File: src/rtl/pipeline_trace_pkg.sv
// Shared encodings for the pipeline trace buffer: FSM states, trigger modes
// and stage indices within the packed stage_snap bus.
package pipeline_trace_pkg;

  typedef enum logic [1:0] {
    ST_IDLE  = 2'd0,
    ST_ARMED = 2'd1,
    ST_POST  = 2'd2,
    ST_DRAIN = 2'd3
  } trace_state_t;

  localparam logic [1:0] TRIG_IMM   = 2'b00;
  localparam logic [1:0] TRIG_PC    = 2'b01;
  localparam logic [1:0] TRIG_SNAP  = 2'b10;
  localparam logic [1:0] TRIG_NEVER = 2'b11;

  localparam int STG_ID  = 0;
  localparam int STG_EX  = 1;
  localparam int STG_MEM = 2;
  localparam int STG_WB  = 3;

endpackage

File: src/rtl/trace_ram.sv
// Simple dual-port trace storage: synchronous write, registered read with
// read enable so the output holds steady while the consumer stalls.
module trace_ram #(
  parameter int W     = 96,
  parameter int DEPTH = 16,
  localparam int AW   = $clog2(DEPTH)
) (
  input  logic          clk,
  input  logic          reset,
  input  logic          we_i,
  input  logic [AW-1:0] waddr_i,
  input  logic [W-1:0]  wdata_i,
  input  logic          re_i,
  input  logic [AW-1:0] raddr_i,
  output logic [W-1:0]  rdata_o
);

  logic [W-1:0] mem [DEPTH];

  always_ff @(posedge clk) begin
    if (we_i) mem[waddr_i] <= wdata_i;
  end

  always_ff @(posedge clk or negedge reset) begin
    if (!reset)    rdata_o <= '0;
    else if (re_i) rdata_o <= mem[raddr_i];
  end

endmodule

File: src/rtl/pipeline_trace_buffer.sv
// Pipeline trace capture: circular buffer of PC + stage snapshots, stop on
// trigger + post count, then drain oldest-first. TRACE_TIMESTAMP_EN adds a cycle stamp.
module pipeline_trace_buffer
  import pipeline_trace_pkg::*;
#(
  parameter int PC_W       = 32,
  parameter int SNAP_W     = 16,
  parameter int NUM_STAGES = 4,
  parameter int DEPTH      = 16,
  parameter int CYC_W      = 16,
  localparam int AW        = $clog2(DEPTH),
`ifdef TRACE_TIMESTAMP_EN
  localparam int RD_W      = CYC_W + PC_W + NUM_STAGES * SNAP_W
`else
  localparam int RD_W      = PC_W + NUM_STAGES * SNAP_W
`endif
) (
  input  logic                         clk,
  input  logic                         reset,
  input  logic                         enable,
  input  logic [PC_W-1:0]              pc,
  input  logic [NUM_STAGES*SNAP_W-1:0] stage_snap,
  input  logic                         arm,
  input  logic                         abort,
  input  logic [1:0]                   trig_mode,
  input  logic [PC_W-1:0]              trig_pc,
  input  logic [SNAP_W-1:0]            trig_mask,
  input  logic [SNAP_W-1:0]            trig_val,
  input  logic [AW-1:0]                post_count,
  output logic                         rd_valid,
  input  logic                         rd_ready,
  output logic [RD_W-1:0]              rd_data,
  output logic [1:0]                   state,
  output logic [AW:0]                  count,
  output logic                         triggered
);

  if (DEPTH < 4 || (DEPTH & (DEPTH - 1)) != 0) begin : g_bad_depth
    $error("pipeline_trace_buffer: DEPTH must be a power of two >= 4");
  end
  if (CYC_W < 1) begin : g_bad_cyc_w
    $error("pipeline_trace_buffer: CYC_W must be >= 1");
  end

  localparam logic [AW:0] FULL = (AW + 1)'(DEPTH);

  trace_state_t    state_q, state_d;
  logic [AW-1:0]   wr_ptr_q, wr_ptr_d;
  logic [AW-1:0]   rd_ptr_q, rd_ptr_d;
  logic [AW:0]     count_q, count_d;
  logic [AW-1:0]   remaining_q, remaining_d;
  logic            triggered_q, triggered_d;
  logic            rd_valid_q, rd_valid_d;
  logic            trig_hit;
  logic            ram_we, ram_re;
  logic [AW-1:0]   ram_raddr;
  logic [RD_W-1:0] ram_wdata;
  logic [SNAP_W-1:0] id_snap;

  assign id_snap = stage_snap[STG_ID*SNAP_W +: SNAP_W];

`ifdef TRACE_TIMESTAMP_EN
  logic [CYC_W-1:0] stamp_q;
  always_ff @(posedge clk or negedge reset) begin
    if (!reset) stamp_q <= '0;
    else        stamp_q <= stamp_q + CYC_W'(1);
  end
  assign ram_wdata = {stamp_q, pc, stage_snap};
`else
  assign ram_wdata = {pc, stage_snap};
`endif

  always_comb begin
    trig_hit = 1'b0;
    unique case (trig_mode)
      TRIG_IMM:   trig_hit = 1'b1;
      TRIG_PC:    trig_hit = (pc == trig_pc);
      TRIG_SNAP:  trig_hit = ((id_snap & trig_mask) == (trig_val & trig_mask));
      TRIG_NEVER: trig_hit = 1'b0;
    endcase
  end

  always_comb begin
    state_d     = state_q;
    wr_ptr_d    = wr_ptr_q;
    rd_ptr_d    = rd_ptr_q;
    count_d     = count_q;
    remaining_d = remaining_q;
    triggered_d = triggered_q;
    rd_valid_d  = 1'b0;
    ram_we      = 1'b0;
    ram_re      = 1'b0;
    ram_raddr   = rd_ptr_q;

    // Shared capture path; when full the oldest entry is dropped by advancing rd_ptr.
    if ((state_q == ST_ARMED || state_q == ST_POST) && enable) begin
      ram_we   = 1'b1;
      wr_ptr_d = wr_ptr_q + AW'(1);
      if (count_q == FULL) rd_ptr_d = rd_ptr_q + AW'(1);
      else                 count_d  = count_q + (AW + 1)'(1);
    end

    case (state_q)
      ST_IDLE: begin
        if (arm) begin
          state_d  = ST_ARMED;
          count_d  = '0;
          wr_ptr_d = '0;
          rd_ptr_d = '0;
        end
      end
      ST_ARMED: begin
        // post_count is only AW bits wide, so it can never exceed DEPTH-1 and the
        // trigger entry always survives until drain.
        if (enable && trig_hit) begin
          triggered_d = 1'b1;
          if (post_count == '0) begin
            state_d = ST_DRAIN;
          end else begin
            state_d     = ST_POST;
            remaining_d = post_count;
          end
        end
      end
      ST_POST: begin
        if (enable) begin
          remaining_d = remaining_q - AW'(1);
          if (remaining_q == AW'(1)) state_d = ST_DRAIN;
        end
      end
      ST_DRAIN: begin
        ram_re = 1'b1;
        if (rd_valid_q && rd_ready) begin
          rd_ptr_d = rd_ptr_q + AW'(1);
          count_d  = count_q - (AW + 1)'(1);
        end
        // Prefetch the entry that will be at the head next cycle for full-rate pops.
        ram_raddr  = rd_ptr_d;
        rd_valid_d = (count_d != '0);
        if (count_d == '0) begin
          state_d     = ST_IDLE;
          triggered_d = 1'b0;
        end
      end
    endcase

    if (abort) begin
      state_d     = ST_IDLE;
      count_d     = '0;
      rd_valid_d  = 1'b0;
      triggered_d = 1'b0;
      ram_we      = 1'b0;
    end
  end

  always_ff @(posedge clk or negedge reset) begin
    if (!reset) begin
      state_q     <= ST_IDLE;
      wr_ptr_q    <= '0;
      rd_ptr_q    <= '0;
      count_q     <= '0;
      remaining_q <= '0;
      triggered_q <= 1'b0;
      rd_valid_q  <= 1'b0;
    end else begin
      state_q     <= state_d;
      wr_ptr_q    <= wr_ptr_d;
      rd_ptr_q    <= rd_ptr_d;
      count_q     <= count_d;
      remaining_q <= remaining_d;
      triggered_q <= triggered_d;
      rd_valid_q  <= rd_valid_d;
    end
  end

  trace_ram #(
    .W     (RD_W),
    .DEPTH (DEPTH)
  ) u_ram (
    .clk     (clk),
    .reset   (reset),
    .we_i    (ram_we),
    .waddr_i (wr_ptr_q),
    .wdata_i (ram_wdata),
    .re_i    (ram_re),
    .raddr_i (ram_raddr),
    .rdata_o (rd_data)
  );

  assign rd_valid  = rd_valid_q;
  assign state     = state_q;
  assign count     = count_q;
  assign triggered = triggered_q;

endmodule

File: config.mk
export PLATFORM = sky130hd
export DESIGN_NAME = pipeline_trace_buffer
export DESIGN_NICKNAME = d
export VERILOG_FILES = /design/src/rtl/pipeline_trace_pkg.sv /design/src/rtl/trace_ram.sv /design/src/rtl/pipeline_trace_buffer.sv
export SDC_FILE = /design/constraint.sdc
export NUM_CORES = 2
export LEC_CHECK = 0
export ABC_AREA = 1
export BUFFER_PORTS_ARGS = -buffer_cell sky130_fd_sc_hd__buf_2
export CORE_MARGIN = 5
export CORE_UTILIZATION = 52
export CTS_CLUSTER_DIAMETER = 40
export DETAILED_ROUTE_END_ITERATION = 6
export PLACE_DENSITY = 0.69
export SKIP_CTS_REPAIR_TIMING = 1
export SLEW_MARGIN = 20
export SYNTH_ARGS = -nofsm -noshare
export SYNTH_HDL_FRONTEND = slang
export SYNTH_SLANG_ARGS = --single-unit
File: constraint.sdc
create_clock -name clk -period 7.3 [get_ports clk]
set_input_delay 0.365 -clock clk [delete_from_list [all_inputs] [get_ports clk]]
set_output_delay 0.365 -clock clk [all_outputs]
set_load 0.03 [all_outputs]
; ---- After elaboration in Yosys (flattened, before gate mapping)
; Memories as Yosys holds them, arrays and structs flattened. A register that Yosys moved wholly into a read port is not among the register bits.
; Cells that the tools add are included.
[totals]
regBits = 21
ramBits = 1536
input_bits = 172
output_inout_bits = 105
word_cells = 88
n_memories = 1
[mem_list]
columns = name, depth, width, rd, rd_clocked_by_memory_dff, wr, line_no
row1 = u_ram.mem, 16, 96, 1, 1, 1, trace_ram.sv:18  ; logic [W-1:0] mem [DEPTH];
[classes]
add_sub_neg = 5
eq_ne = 18
mux = 40
n_bitwise = 2
n_reduce_logical = 15
[op_table]
columns = op, n
row1 = $mux W4, 11
row2 = $and A16 B16 Y16, 2
row3 = $eq A32 B32 Y1, 1
row4 = $mux W5, 6
row5 = $eq A16 B16 Y1, 1
row6 = $pmux W4 S2, 2
row7 = $mux W2, 6
row8 = $mux W1, 11
row9 = $pmux W5 S2, 1
row10 = $ne A3 B3 Y1 const B, 3
row11 = $add A4 B1 Y4 const B, 2
row12 = $eq A2 B2 Y1 const B, 4
row13 = $pmux W2 S4, 1
row14 = $ne A3 B2 Y1 const B, 2
row15 = $add A5 B1 Y5 const B, 1
row16 = $eq A5 B5 Y1 const B, 1
row17 = $logic_not A5 Y1, 1
row18 = $reduce_and A5 Y1, 1
row19 = $reduce_bool A5 Y1, 1
row20 = $sub A5 B1 Y5 const B, 1
row21 = $eq A2 B1 Y1 const B, 2
row22 = $eq A4 B1 Y1 const B, 1
row23 = $logic_not A2 Y1, 2
row24 = $logic_not A4 Y1, 1
row25 = other kinds (12), 15

; ---- Depth between registers and ports, before layout
[depth]
depth_word = 10
depth_mapped = 19
ltp_nobuf = 17

; ---- Modules after synthesis
; From an unflattened synthesis, not the netlist that was laid out.
[unflattened]
hier_cells = 5865
area_unflattened_um2 = 67218.2
[by_module_without_submodules]
columns = mod, instances, cells_per_inst, area_per_inst_um2, seq_area_each_um2
row1 = trace_ram, 1, 5460, 64799.6, 48526.5
row2 = pipeline_trace_buffer, 1, 405, 2418.6, 525.5

; ---- Worst setup path after synthesis
; Ideal clock, no wire load.
[synth_timing]
kind = register to register
from = reg state_q[0] (netlist: state[0])
to = mem u_ram.mem[0][0], enable pin
t_arrival_ps = 5562
required_time_ps = 6748
slack_ps = 1186
path_stages_with_launch = 7
path_buffers = 0
synth_period_minus_slack_ps = 6114
path_cell_list = dfrtp_1 > inv_1 > ha_1 > nand2_2 > nor2_1 > nand2_1 > nor2_1
[synth_between]
elab_chain_len = 7
[synth_lines]
columns = element, line_no
row1 = "start, declared", pipeline_trace_buffer.sv:47  ; trace_state_t state_q, state_d;
row2 = "start signal, assigned", pipeline_trace_buffer.sv:166  ; state_q <= state_d;
row3 = $eq A2 B1 Y1 or $eq A2 B2 Y1 (tied branches), pipeline_trace_buffer.sv:96  ; if ((state_q == ST_ARMED || state_q == ST_POST) && enable) begin
row4 = $logic_or A1 B1 Y1 (*), pipeline_trace_buffer.sv:96
row5 = $logic_and A1 B1 Y1 (*), pipeline_trace_buffer.sv:96
row6 = $mux W1 (*), pipeline_trace_buffer.sv:96
row7 = $mux W1 (*), pipeline_trace_buffer.sv:147  ; if (abort) begin
row8 = $mux W1 (*), trace_ram.sv:21  ; if (we_i) mem[waddr_i] <= wdata_i;
row9 = $mux W1 (implied by the code) (*), trace_ram.sv:21
row10 = "end, declared", trace_ram.sv:18
; Mark *: on every way between the ends. The rest lies on a longest branch, timed or not.

; ---- Final worst setup path
[layout_timing]
from = reg state_q[1] (netlist: state[1])
to = reg u_ram.rdata_o[89], read port of u_ram.mem
[layout_between]
elab_chain_len = 6
[layout_lines]
columns = element, line_no
row1 = $eq A2 B1 Y1 or $eq A2 B2 Y1 (tied branches), pipeline_trace_buffer.sv:96
row2 = $logic_or A1 B1 Y1, pipeline_trace_buffer.sv:96
row3 = $logic_and A1 B1 Y1, pipeline_trace_buffer.sv:96
row4 = $mux W4, pipeline_trace_buffer.sv:96
row5 = $mux W4, pipeline_trace_buffer.sv:133  ; if (rd_valid_q && rd_ready) begin
row6 = $mux W4, pipeline_trace_buffer.sv:103  ; case (state_q)
row7 = "end, declared", trace_ram.sv:15  ; output logic [W-1:0] rdata_o
; Several ways; a longest one is shown, not always the timed one.
; A chain may end at the register's enable or synchronous reset.

==> metrics.md <==
| Metric | Value |
|---|---|
| DRC | `0` |
| Share of the clock period used by the worst path | `0.6702` |
| Final wirelength | `195.6 mm` |
| Total GRT Usage | `0.2594` |
| Vias per cell | `5.608` |
| Sequential fraction of the synthesis area | `0.6712` |
| Worst Path Arrival | `5.64 ns` |
| Outcome | `complete, but fails checks` |
| DRT antenna net count | `0` |
| Syn Area/Cell | `10.64 µm²` |
| Die footprint | `148,100 µm²` |
| Final Max Tran Viols | `0` |
| Final worst path period need | `4.893 ns` |
| Core area | `139,500 µm²` |
| CTS HTree Levels | `4` |
| Share of the synthesized area in the top cell type | `0.6312` |
| TritonCTS buffer count | `190` |
| I/O pins | `277` |
| Yosys top cell by area | `edfxtp_1` |
| DRT Pass-1 Iters | `7` |
| Via Count | `51.14k` |
| Post-layout util | `0.5947` |
| Critical Path Start Type | `flop` |
| Max Root-Sink Buffers | `3` |
| CP endpoint kind | `flop` |
| Die Ht | `384.9 µm` |
| Yosys cell types | `35` |
| Setup repair after global routing missed its margin | `false` |
| Most frequent cell after synthesis | `nand3_1` |
| Initial DRC count | `5,683` |
| Slew Limit Headroom | `0.1641` |
| CTS tree | `done` |
| Leak Pwr | `34.10 nW` |
| Nets | `7,259` |
| Beginning of the worst register-to-register path | `state[1]$_DFFE_PN0P_` |
| Global route overflow | `0` |
| Pin count of the biggest net entering global routing | `217` |
| Worst EP required | `8.04 ns` |
| Synth cell count leaders | `1,755 x nand3_1, 1,536 x edfxtp_1, 1,446 x nand2_1` |
| Initial Util | `0.5237` |
| Max Clock Skew | `0.02328 ns` |
| Number of global-route vias before repair | `49.64k` |
| Seq cells post-synth | `1,653` |
| Worst-case reg-to-reg path depth | `13` |
| Layout cells sized above 1 | `0.09657` |
| Final Total Pwr | `23.02 mW` |
| Async set or reset register ratio after synthesis | `0.07078` |
| Yosys warns | `0` |
| CP Class | `flop to flop` |
| Final std cells w/o fill | `9,119` |
| Setup TNS | `0 ns` |
| Inst Count DP | `8,656` |
| Worst-margin pin slew | `1.254 ns` |
| Power Density | `277.5 nW/µm²` |
| Avg WL per Cell | `21.45 µm` |
| Synthesized area | `73,080 µm²` |
| Highest clock rate | `204.4 MHz` |
| Worst skew pair latency | `0.82 ns` |
| Final Wtd Congestion | `0.7847` |
| Cell count after synthesis | `6,866` |
| Main area contributors after synthesis | `edfxtp_1 63%, nand3_1 12%, nand2_1 7.4%` |
| Reg2Reg Setup Slack | `2.41 ns` |
| Hold Crit Start | `post_count[3]` |
| Clock sink count | `1,653` |
| Number of port buffers | `276` |
| Hold Vio Cnt, Final | `1` |
| Initial antenna violation count | `8` |
| Largest fanout on the critical path | `107` |
| Die span in x | `384.9 µm` |
| Ys flop type | `edfxtp_1` |
| Hold path depth | `5` |
| Number of synthesized flops with an enable pin | `1,536` |
| Peak VDD IR | `0.1984 mV` |
| Dpl hpwl | `91.86 mm` |
| Hold path endpoint | `remaining_q[3]$_DFFE_PN0P_` |
| Rows | `137` |
| Hold crit path type | `input port to flop` |
| Area delta synth->final | `13.55%` |
| Reg clk slew, reported paths | `0.05 ns` |
| R2r endpoint | `u_ram.rdata_o[89]$_DFFE_PN0P_` |
| Worst hold slack | `-0.03699 ns` |
| Max Cap Viol | `0` |
| Final setup fails | `0` |
| Root buffer cell | `clkbuf_16` |
| Global-route wire length before repair | `294.1 mm` |
| Violated checks | `negative hold slack` |
| Syn_nets | `7,052` |
==> placed cells by master, fill, tap and decap left out, drive strengths merged, types with 44 or more instances in the layout <==
master       instances
dfrtp              117
clkbuf             243
nor2                44
clkinv              62
edfxtp            1536
nand3             1756
dlygate4sd3        101
nand3b             288
inv               1132
buf                340
nand2             1450
==> worst max path at each step <==
| stage | start | to | slack, ns |
|---|---|---|---|
| after detailed placement | state[0]$_DFFE_PN0P_ | u_ram.rdata_o[89]$_DFFE_PN0P_ | 2.50 |
| after global placement | state[0]$_DFFE_PN0P_ | u_ram.rdata_o[95]$_DFFE_PN0P_ | 2.59 |
| after CTS | state[0]$_DFFE_PN0P_ | u_ram.rdata_o[89]$_DFFE_PN0P_ | 2.45 |
| after global routing | state[0]$_DFFE_PN0P_ | u_ram.rdata_o[89]$_DFFE_PN0P_ | 2.17 |
| final | state[1]$_DFFE_PN0P_ | u_ram.rdata_o[89]$_DFFE_PN0P_ | 2.41 |
| after floorplan | state[0]$_DFFE_PN0P_ | u_ram.mem[0][0]$_DFFE_PP_ | 1.19 |
==> area by class of cell <==
type / instances / area, µm²
timing repair buffer: 441 / 3187
inverter: 1111 / 4198
fill: 11089 / 56550
multi-input combinational: 3676 / 17750
clock inverter: 114 / 1262
sequential: 1653 / 49050
clock buffer: 243 / 5167
antenna: 5 / 12.51
tap: 1876 / 2347
==> registers in the layout (all words and copies together) (netlist names), 2 cells and up <==
name	cells
count	5
remaining_q	4
u_ram.rdata_o	96
rd_ptr_q	4
state	2
wr_ptr_q	4
u_ram.mem	1536
==> power by group <==
part	internal (mW)	switching [mW]	total, mW
registers	10.8	0.308	11.1
logic	0.626	1.67	2.30
clock network	5.69	3.92	9.62
==> per-layer routing <==
layer / share of wire / global-route usage
met1: 0.40 / 0.3406
met3: 0.084 / 0.04289
met5: 0.00025 / 0
met2: 0.49 / 0.4364
met4: 0.033 / 0.09910
==> stage by stage <==
| stage | cell area, µm² | setup WS, ns |
|---|---|---|
| after floorplan | 73080 | 1.186 |
| after global placement | 75500 | 2.594 |
| after detailed placement | 75520 | 2.503 |
| after CTS | 81950 | 2.447 |
| after global routing | 82970 | 2.169 |
| final | 82980 | 2.407 |
==> cell families (layout without fill, tap and decap cells) <==
| kind of cell | after synthesis | count (layout) | synth area share |
|---|---|---|---|
| and+or+nand+nor | 3578 | 3578 | 0.2304 |
| DFF | 1653 | 1653 | 0.6712 |
| buffers and inverters | 1537 | 1909 | 0.08855 |
| AOI/OAI and AO/OA | 60 | 60 | 0.004572 |
| xor gates and xnor gates | 23 | 23 | 0.002757 |
| adders and majority gates | 14 | 14 | 0.002397 |
| muxes | 1 | 1 | 0.0001370 |
| other | 0 | 5 | 0 |
==> critical path, cell delays in order (launching register included) <==
cell	delay [ns]
dfrtp_1	0.46
ha_4	0.28
inv_4	0.71
nand2_4	0.79
nand2_8	0.86
buf_4	0.79
nand2_1	0.13
nand2_1	0.11
nand2_1	0.06
nand3_1	0.10
nand3_1	0.13
nand2_1	0.13
nand2_1	0.05
nand2_1	0.09
Power figures use the tool's default switching activity.
